--- config.mk ---
export PLATFORM = sky130hd
export DESIGN_NAME = apb_fir_engine
export DESIGN_NICKNAME = d
export VERILOG_FILES = /design/src/rtl/apb_fir_engine.sv
export SDC_FILE = /design/constraint.sdc
export NUM_CORES = 1
export LEC_CHECK = 0
export CAP_MARGIN = 30
export CORE_MARGIN = 8
export CORE_UTILIZATION = 50
export DETAILED_ROUTE_END_ITERATION = 12
export HOLD_SLACK_MARGIN = 0.05
export PLACE_DENSITY_LB_ADDON = 0.2
export SYNTH_ARGS = -nofsm -noshare
export SYNTH_HDL_FRONTEND = slang
export SYNTH_SLANG_ARGS = --single-unit
--- constraint.sdc ---
create_clock -name HCLK -period 17 [get_ports HCLK]
set_input_delay 3.4 -clock HCLK [delete_from_list [all_inputs] [get_ports HCLK]]
set_output_delay 3.4 -clock HCLK [all_outputs]
set_load 0.01 [all_outputs]
--- src/rtl/apb_fir_engine.sv ---
// apb_fir_engine: APB slave FIR accelerator with programmable taps, one shared MAC and a result FIFO.
module apb_fir_engine #(
  parameter int APB_ADDR_WIDTH = 12,
  parameter int NTAPS = 8,
  parameter int IW = 12,
  parameter int TW = 12,
  parameter int OW = IW + TW + $clog2(NTAPS),
  parameter int OUT_DEPTH = 4
) (
  input  logic                      HCLK,
  input  logic                      HRESETn,
  input  logic [APB_ADDR_WIDTH-1:0] PADDR,
  input  logic [31:0]               PWDATA,
  input  logic                      PWRITE,
  input  logic                      PSEL,
  input  logic                      PENABLE,
  output logic [31:0]               PRDATA,
  output logic                      PREADY,
  output logic                      PSLVERR,
  output logic                      irq
);
  localparam int TIW = $clog2(NTAPS);
  localparam int AW = $clog2(OUT_DEPTH);
  typedef enum logic [1:0] {IDLE, MAC, STORE} state_t;
  state_t state, state_nx;
  logic en, irq_en, ovf, udf;
  logic [31:0] count;
  logic signed [TW-1:0] taps [NTAPS];
  logic signed [IW-1:0] hist [NTAPS];
  logic signed [OW-1:0] acc;
  logic signed [OW-1:0] mem [OUT_DEPTH];
  logic signed [IW+TW-1:0] prod;
  logic [TIW-1:0] idx;
  logic [AW:0] wp, rp, level;
  logic [9:0] off, toff;
  logic access, wr, rd, is_tap, mapped, empty, full, busy;
  logic clr, accept, ovf_set, udf_set, push, pop, unused_ok;
  assign off = PADDR[11:2];
  assign toff = off - 10'd16;
  assign is_tap = off >= 10'd16 && off < 10'(16 + NTAPS);
  assign mapped = off <= 10'd5 || is_tap;
  assign access = PSEL & PENABLE;
  assign wr = access & PWRITE & mapped;
  assign rd = access & ~PWRITE;
  assign level = wp - rp;
  assign empty = level == '0;
  assign full = level == (AW+1)'(OUT_DEPTH);
  assign busy = state != IDLE;
  assign clr = wr && off == 10'd0 && PWDATA[1];
  assign accept = wr && off == 10'd1 && en && !busy && !full;
  assign ovf_set = (wr && off == 10'd1 && !accept) || (wr && is_tap && busy);
  assign udf_set = rd && off == 10'd2 && empty;
  assign pop = rd && off == 10'd2 && !empty;
  assign push = state == STORE && !clr;
  assign prod = (IW+TW)'(taps[idx]) * (IW+TW)'(hist[idx]);
  assign PREADY = 1'b1;
  assign PSLVERR = access & ~mapped;
  assign unused_ok = ^{PWDATA, PADDR, toff};
  always_comb
    state_nx = clr ? IDLE : accept ? MAC : (state == MAC && idx == TIW'(NTAPS - 1)) ? STORE :
               state == STORE ? IDLE : state;
  always_comb begin
    PRDATA = '0;
    if (is_tap) PRDATA = 32'(taps[toff[TIW-1:0]]);
    else case (off)
      10'd0: PRDATA = {29'd0, irq_en, 1'b0, en};
      10'd2: PRDATA = empty ? '0 : 32'(mem[rp[AW-1:0]]);
      10'd3: PRDATA = {27'd0, udf, ovf, full, empty, busy};
      10'd4: PRDATA = count;
      10'd5: PRDATA = 32'(level);
      default: ;
    endcase
  end
  always_ff @(posedge HCLK)
    if (push) mem[wp[AW-1:0]] <= acc;
  always_ff @(posedge HCLK or negedge HRESETn)
    if (!HRESETn) begin
      state <= IDLE;
      en <= 1'b0;
      irq_en <= 1'b0;
      ovf <= 1'b0;
      udf <= 1'b0;
      count <= '0;
      acc <= '0;
      idx <= '0;
      wp <= '0;
      rp <= '0;
      irq <= 1'b0;
      for (int i = 0; i < NTAPS; i++) begin
        taps[i] <= '0;
        hist[i] <= '0;
      end
    end else begin
      state <= state_nx;
      irq <= irq_en & ~empty;
      if (wr && off == 10'd0) begin
        en <= PWDATA[0];
        irq_en <= PWDATA[2];
      end
      if (wr && is_tap && !busy) taps[toff[TIW-1:0]] <= PWDATA[TW-1:0];
      if (clr) begin
        for (int i = 0; i < NTAPS; i++) hist[i] <= '0;
        wp <= '0;
        rp <= '0;
        ovf <= 1'b0;
        udf <= 1'b0;
        count <= '0;
      end else begin
        // sticky set beats a same-cycle W1C
        ovf <= (ovf & ~(wr && off == 10'd3 && PWDATA[3])) | ovf_set;
        udf <= (udf & ~(wr && off == 10'd3 && PWDATA[4])) | udf_set;
        if (accept) begin
          for (int i = NTAPS - 1; i > 0; i--) hist[i] <= hist[i-1];
          hist[0] <= PWDATA[IW-1:0];
          acc <= '0;
          idx <= '0;
          count <= count + 32'd1;
        end else if (state == MAC) begin
          acc <= acc + OW'(prod);
          idx <= idx + 1'b1;
        end
        if (state == STORE) wp <= wp + 1'b1;
        if (pop) rp <= rp + 1'b1;
      end
    end
endmodule

-- After elaboration in Yosys (flattened, before gate mapping)
Memories as Yosys holds them, arrays and structs flattened.
Index checks and enable logic that the tools add are counted.
- flip-flop bits (word level): 267
- memory bits (writable): 108
- input bits: 49
- output and inout port bits: 35
- word-level logic and storage cells: 140
- memories: 1
- memories (memory ; words ; width ; rd ports ; clocked after Yosys merged registers in ; write ports ; line ; text):
    mem ; 4 ; 27 ; 1 ; 0 ; 1 ; 31 ; logic signed [OW-1:0] mem [OUT_DEPTH];
- add/sub/neg operators: 7
- multipliers: 1
- $lt $le $gt $ge: 6
- equality and inequality tests: 9
- multiplexer cells: 35
- bitwise operators: 18
- reductions and logical operators: 36
- operators with widths (kind ; number):
    2-to-1 mux 96 bit ; 2
    one-hot mux 32 bit (5 select lines) ; 1
    2-to-1 mux 32 bit ; 4
    binary-select mux 12 bit (select 3 bit) ; 3
    bitwise mux 96 bit ; 1
    2-to-1 mux 12 bit ; 7
    2-to-1 mux 27 bit ; 2
    demux 12 bit (select 3 bit) ; 1
    adder 32 x 1 -> 32 bit (second input constant) ; 1
    adder 27 x 24 -> 27 bit ; 1
    multiplier 12 x 12 -> 24 bit ; 1
    equality test 10 x 2 -> 1 bit (second input constant) ; 2
    equality test 10 x 3 -> 1 bit (second input constant) ; 2
    logical AND 1 bit ; 20
    2-to-1 mux 3 bit ; 6
    equality test 10 x 1 -> 1 bit (second input constant) ; 1
    >= comparator 10 x 5 -> 1 bit (second input constant) ; 1
    <= comparator 10 x 3 -> 1 bit (second input constant) ; 1
    zero test 10 bit ; 1
    < comparator 10 x 5 -> 1 bit (second input constant) ; 1
    nonzero test 2 bit ; 5
    adder 3 x 1 -> 3 bit (second input constant) ; 3
    AND 1 bit ; 8
    >= comparator 4 bit (second input constant) ; 2
    16 further kinds ; 35

-- Depth between registers and ports, before layout
Gate-level depths: netlist of run 1.
- word-level depth: 13
- mapped depth: 25
- gate-level depth less buffers: 22

-- Worst setup path after synthesis of run 1
No wires, ideal clock.
- path type: input port to output port
- start point: in PADDR[3]
- end point: out PRDATA[10]
- arrival: 5.005 ns
- data required time: 13.600 ns
- slack: 8.595 ns
- stages: 7
- path buffers: 3
- cells stage by stage: buf_6 > clkbuf_1 > buf_1 > mux4_2 > mux2i_1 > nor2_1 > a221o_1
- word-level cells in the longest chain between the ends: 6
- elaborated cells on any way between the ends: 15
- classes of those cells: add/sub: 1; order compare: 2; eq/ne: 4; mux: 5; bitwise: 1; reduce/logical: 2
- RTL lines (element ; line ; text):
    start, declared ; 12 ; input logic [APB_ADDR_WIDTH-1:0] PADDR,
    subtractor 3 x 1 -> 3 bit ; 39 ; assign toff = off - 10'd16;
    inverter 3 -> 4 bit (implied by the code) ; 64 ; if (is_tap) PRDATA = 32'(taps[toff[TIW-1:0]]);
    binary-select mux 12 bit (select 3 bit) ; 64 ;
    2-to-1 mux 12 bit (implied by the code) (2 in a row) ; 64 ;
    2-to-1 mux 32 bit (*) ; 64 ;
    end, declared ; 17 ; output logic [31:0] PRDATA,
Every way passes the cells marked *; elsewhere a longest branch is shown, timed or not. The select of a mux whose other input is x is not followed.

-- Worst setup path in the final report of run 1
- start point: in PADDR[5]
- end point: out PRDATA[4]
- word-level cells in the longest chain between the ends: 3
- elaborated cells on any way between the ends: 10
- classes of those cells: order compare: 2; eq/ne: 4; mux: 2; reduce/logical: 2
- RTL lines (element ; line ; text):
    >= comparator 10 x 5 -> 1 bit (tied with other cells) ; 40 ; assign is_tap = off >= 10'd16 && off < 10'(16 + NTAPS);
    logical AND 1 bit / one-hot mux 32 bit (5 select lines) (equally long branches) ; 40, 65 ;
    2-to-1 mux 32 bit (*) ; 64 ;
Every way passes the cells marked *; elsewhere a longest branch is shown, timed or not.

==> results.txt, run 1 <==
Root Buffer -> clkbuf_16
Comb power frac -> 7.6%
Synth Warn # -> 0
Die width -> 236 um
Net Switching -> 0.489 mW
Synth unique cells -> 63
H-tree depth -> 2
CP max FO -> 30
Maxcap violations -> 0
Vias per inst -> 5.74
Place WS -> 7.23 ns
Relative max-transition margin -> 31.4%
Filler cells -> 3,921
Final worst-path cycle share -> 57.6%
Largest area contributor in the netlist -> dfrtp_1
Sequential cell area fraction in the yosys report -> 41.2%
Final setup fails -> 0
PwrDens -> 77.7 nW/um^2
Wire length per cell -> 20.8 um
CTS Sinks -> 375
Critical path endpoint category -> output pin
Area delta synth->final -> 11.6%
Clk_lat worst skew -> 0.57 ns
Post-DP HPWL -> 39.8 mm
Post-Syn Area -> 24,100 um^2
# rows -> 80
Cell chain of the critical path -> clkdlybuf4s50_1 -> nor4_4 -> and2_1 -> nand3b_1 -> nor4_2 -> buf_4 -> a222oi_1 -> a21oi_1 -> clkdlybuf4s50_1
Largest net degree at the start of global routing -> 110
Least-Margin Pin Slew -> 1.03 ns
DRC Markers -> 0
Boundary Pins -> 84
Min Tclk post-route -> 9.78 ns
TNS Setup -> 0 ns
Syn_nets -> 2,367
First-pass GRT wire length -> 92.2 mm
IO Port Bufs -> 60
Fmax -> 102 MHz
Post-Place Cells -> 2,656
FF+latch count, synth -> 375
Mapped Cells -> 2,060
Clk pwr share -> 47.0%
Layout cells sized above 1 -> 16.3%
Critical Path RT -> 13.60 ns
Post-cts sizing count -> 0
Die area -> 55,500 um^2
Ranking of synthesized cells by area -> dfrtp_1 (28%), fa_1 (15%), edfxtp_1 (13%), mux4_2 (9.2%), mux2_2 (5.4%)
Final Cell Area -> 26,900 um^2
Worst setup margin -> 7.22 ns
Total gr overflow -> 0
Peak VDD IR -> 0.0865 mV
Run status -> finished clean
Hold WC Path Type -> flip-flop to flip-flop
Unrepaired setup endpoints after global routing -> false
CP startpoint kind -> primary input
Hold_buf cts -> 0
Initial core utilization -> 50.6%
Die height -> 236 um
Post-layout nets -> 2,394
Tot Pwr -> 2.09 mW
Largest delay contributor family on the critical path -> buffers and inverters
Crit Path Class -> primary input to output pin
Total Routing Usage GR -> 20.8%
P_leak -> 12.7 nW
Max Root-Sink Buffers -> 3
Slowest cell on the critical path -> clkdlybuf4s50_1
Cts bufs inserted -> 41
Switching share of power -> 23.4%
Post-CTS Setup Bufs -> 0
Top cell type's share of synthesized area -> 27.7%
Final hold vios -> 0
Sequential Power Share -> 45.4%
Syn_area_per_cell -> 11.7 um^2
Post-Route WL -> 57.0 mm
Via count -> 15,714
Ys async rst share -> 71.2%
Detail Route Antenna Nets -> 0
DR iter-0 viols -> 1,198
Vias in the first global route -> 16,703
Top FF cell, synth -> dfrtp_1
Worst Skew -> 0.0266 ns
Critical path arrival -> 6.38 ns
Initial antenna violation count -> 1
Number of synthesized flops with an enable pin -> 108
Clock-pin slew on the worst setup and hold paths -> 0.06 ns
Max-slew violation count -> 0
Non-Filler Instances -> 2,736
Crit-path most repeated cell -> clkdlybuf4s50_1
Pint -> 1.60 mW
WP buf/inv -> 3
CTS tree -> done
Dpl cell area -> 25,300 um^2
Gpl congestion -> 0.849
Core area -> 47,600 um^2
DRT Pass-1 Iters -> 5
Max incr delay on CP -> 0.58 ns
## cells by family (layout without fill, tap and decap cells)
kind of cell | Yosys count | after routing | synth area share [%]
compound gates | 150 | 150 | 4.27
xor+xnor | 60 | 60 | 2.24
fa+ha+maj | 258 | 258 | 18.9
buf+inv | 321 | 381 | 5.29
flops | 375 | 375 | 41.2
mux | 244 | 244 | 15.9
other cells | 1 | 2 | 0.0156
simple gates | 651 | 651 | 12.3
## worst register-to-register path: stages, from the launching register on
cell     delay (ns)
dfrtp_4        0.77
buf_4          0.61
mux4_2         0.34
mux2_2         0.32
inv_1          0.13
nor2_1         0.28
inv_1          0.10
fa_1           1.05
fa_1           0.57
fa_1           0.54
inv_1          0.06
fa_1           0.53
inv_1          0.05
fa_1           0.51
inv_1          0.05
ha_1           0.28
ha_1           0.40
a21o_1         0.22
a21oi_1        0.18
o21ai_0        0.16
a221o_1        0.31
a21oi_1        0.15
xor2_1         0.17
o22ai_1        0.08
## layer usage
layer / GRT usage, % / share of wire, %
met5: 0 / 0
met4: 5.69 / 2.3
met3: 4.30 / 5.8
met2: 34.4 / 48
met1: 27.6 / 43
## cell type report
cell class	count	area, um^2	area share (%)
diodes	1	2.50	0.00930
inverters	208	781	2.90
clock inverters	21	335	1.25
repair buffers	97	973	3.62
well taps	615	769	2.86
multi-input cells	1364	13000	48.1
clock buffers	55	1160	4.31
flip-flops and latches	375	9930	36.9
## cell usage in the layout (no fill, tap or decap), types with 42 or more instances in the layout
| master | instances |
|---|---|
| fa_1 | 176 |
| clkbuf_16 | 42 |
| ha_1 | 82 |
| inv_1 | 208 |
| edfxtp_1 | 108 |
| nand2_1 | 294 |
| nand3_1 | 118 |
| nor2_1 | 135 |
| dfrtp_1 | 263 |
| mux2_2 | 116 |
| clkdlybuf4s50_1 | 57 |
| mux4_2 | 99 |
## worst paths after layout
check | start | end | slack, ns | depth (start not counted)
worst max-delay path | PADDR[5] | PRDATA[4] | 7.22 | 9
worst min-delay path | hist[8] | hist[8] | 0.49 | 2
worst max register to register | idx[0] | acc[25] | 8.97 | 23
worst min register to register | hist[8] | hist[8] | 0.49 | 2
max in group asynchronous | HRESETn | hist[47] | 12.19 | 5
min in group asynchronous | HRESETn | count[7] | 2.89 | 1
## sequential cells by signal (all words and copies together) (netlist names), 3 cells and up
| register | count |
|---|---|
| taps | 96 |
| hist | 96 |
| mem | 108 |
| idx | 3 |
| wp | 3 |
| count | 32 |
| rp | 3 |
| acc | 27 |
## stage by stage
step | hold slack, ns | util (%)
2_1_floorplan | 0.453 | -
3_3_place_gp | 0.467 | 53.0
3_5_place_dp | 0.478 | 53.2
4_1_cts | 0.490 | 56.3
5_1_grt | 0.507 | 56.5
6_report | 0.486 | 56.5
## power groups by stage
stage | logic [mW] | registers (mW) | clock network (mW)
after floorplan | 0.120 | 0.949 | 0
after global placement | 0.157 | 0.967 | 0
after detailed placement | 0.161 | 0.967 | 0
after CTS | 0.161 | 0.950 | 1.00
after global routing | 0.170 | 0.952 | 1.03
final | 0.160 | 0.949 | 0.981
## synth_stat cells, types with 9 or more instances
master	instances
a21o_1	12
a21oi_1	30
a221o_1	23
and2_1	14
and3_1	15
buf_1	18
buf_2	32
clkbuf_1	56
dfrtp_1	267
edfxtp_1	108
fa_1	176
ha_1	82
inv_1	208
mux2_2	116
mux2i_1	29
mux4_2	99
nand2_1	294
nand3_1	119
nand4_1	9
nor2_1	138
nor2b_1	12
nor3_1	13
o21ai_0	33
o22ai_1	14
xnor2_1	25
xor2_1	34
No activity file was read; power rests on OpenSTA's default activity.
==> inputs of run 2 (changes only) <==
==> constraint.sdc (replaced) <==
create_clock -name HCLK -period 8.4 [get_ports HCLK]
set_input_delay 1.68 -clock HCLK [delete_from_list [all_inputs] [get_ports HCLK]]
set_output_delay 1.68 -clock HCLK [all_outputs]
set_load 0.01 [all_outputs]
==> results.txt, run 2 (synthesis gave the netlist of run 1 again) <==
Run status -> finished clean
Diodes inserted -> 0
Gpl congestion -> 0.860
CP max FO -> 29
Post-layout nets -> 2,405
Vias in the first global route -> 16,548
IO Port Bufs -> 60
Critical path endpoint category -> flip-flop
Root Buffer -> clkbuf_16
CP startpoint -> idx[0]
Post-Route WL -> 56.6 mm
Grt met2 use -> 34.3%
H-tree depth -> 2
Cts bufs inserted -> 42
Wire length per cell -> 20.6 um
First-pass GRT wire length -> 92.5 mm
Worst setup margin -> 0.875 ns
Final hold vios -> 0
Relative max-transition margin -> 31.3%
Total Routing Usage GR -> 20.7%
Max reg flops -> 108
Crit-path most repeated cell -> fa_1
R2R Path Start -> idx[0]
Least-Margin Pin Slew -> 1.03 ns
Total gr overflow -> 0
Gr busiest metal -> met2
Crit Path Class -> flip-flop to flip-flop
Final setup fails -> 0
Largest net degree at the start of global routing -> 103
DRT Pass-1 Iters -> 5
Detail Route Antenna Nets -> 0
DRC Markers -> 0
Cell chain of the critical path -> buf_4 -> mux4_2 -> mux2i_1 -> nand2_1 -> fa_1 -> fa_1 -> inv_1 -> fa_1 -> fa_1 -> fa_1 -> fa_1 -> ha_1 -> nand4_1 -> nor3_1 -> nor2_1 -> o31ai_1 -> a31oi_1 -> xor2_1 -> o22ai_1
Clk_lat worst skew -> 0.56 ns
Critical path arrival -> 7.93 ns
PwrDens -> 153 nW/um^2
DR iter-0 viols -> 1,393
Post-cts sizing count -> 0
Hold slack -> 0.491 ns
Unrepaired setup endpoints after global routing -> false
Maxcap violations -> 0
Critical Path RT -> 8.80 ns
M3 GR Usage -> 2.80%
Via count -> 15,704
# rows -> 80
CTS tree -> done
Final worst-path cycle share -> 89.6%
Boundary Pins -> 84
Initial core utilization -> 50.6%
Die width -> 236 um
Die height -> 236 um
Slowest cell on the critical path -> dfrtp_4
HP Start -> hist[69]
Core area -> 47,600 um^2
Hold WC Path Type -> flip-flop to flip-flop
Met1 Use GR -> 28.6%
Peak VDD IR -> 0.131 mV
Layout cells sized above 1 -> 16.5%
Initial antenna violation count -> 0
Worst Skew -> 0.0205 ns
Post-CTS Setup Bufs -> 0
Post-DP HPWL -> 40.1 mm
Min Tclk post-route -> 7.52 ns
TNS Setup -> 0 ns
Commonest non-fill, non-tap cell in the layout -> nand2_1
Vias per inst -> 5.72
CP startpoint kind -> flip-flop
Max incr delay on CP -> 0.84 ns
Most frequent cells in the layout -> nand2_1 (294), dfrtp_1 (263), inv_1 (208)
Fmax -> 133 MHz
Die area -> 55,500 um^2
Place WS -> 0.852 ns
Max Root-Sink Buffers -> 3
Max-slew violation count -> 0
Hold_buf cts -> 0
P_leak -> 12.7 nW
CTS Sinks -> 375
Clock-pin slew on the worst setup and hold paths -> 0.06 ns
Area delta synth->final -> 11.4%
==> run 2: changes by cell type in the layout (fill, tap and decap cells not counted), sizes merged <==
cell,before,now
inv,209,210
clkinvlp,2,0
bufinv,8,4
diode,1,0
clkinv,10,7
buf,40,50
clkbuf,55,63
==> run 2: critical path, delay by kind of cell (launching register included) <==
family / cells / cell delay (ns)
AO/OA/AOI/OAI: 3 / 0.64
AND/OR/NAND/NOR: 4 / 0.89
multiplexers: 2 / 0.96
XOR/XNOR: 1 / 0.15
flip-flops: 1 / 0.84
adder cells (fa/ha/maj): 7 / 3.50
buffers and inverters: 2 / 0.37
==> run 2: cell type report <==
class                      instances  area (um^2)
fill                            3925        20800
multi-input combinational       1364        12900
sequential                       375         9930
clock buffer                      63         1210
timing repair buffer             107         1050
inverter                         208          781
tap                              615          769
clock inverter                    13          175
==> run 2: worst paths after layout <==
check                           slack [ns]  cells past startpoint  endpoint
worst max-delay path                  0.88                     19   acc[22]
worst min-delay path                  0.49                      2  hist[57]
worst max register to register        0.88                     19   acc[22]
worst min register to register        0.49                      2  hist[57]
max in group asynchronous             5.81                      3  hist[16]
min in group asynchronous             1.16                      1     wp[2]
==> run 2: per-stage QoR <==
stage	util (%)	std cells	power (mW)	instance area, um^2
finish	56.4	2745	4.11	26900
global route	56.4	2745	4.26	26900
CTS	56.3	2743	4.16	26800
detailed placement	53.4	2667	2.30	25400
global placement	53.2	2664	2.29	25400
floorplan	-	2060	2.17	24100
==> run 2: routing by layer <==
metal  part of all wire (%)  routed length [um]
met1                     45               25500
met2                     48               27000
met3                    4.7                2660
met4                    2.4                1330
met5                      0                   0
==> run 2: power by group <==
group / leakage (nW) / internal (mW) / switching (mW) / total [mW]
clock network: 0.684 / 1.12 / 0.734 / 1.85
logic: 7.21 / 0.146 / 0.158 / 0.304
registers: 4.83 / 1.88 / 0.0734 / 1.95
total: 12.7 / 3.15 / 0.965 / 4.11
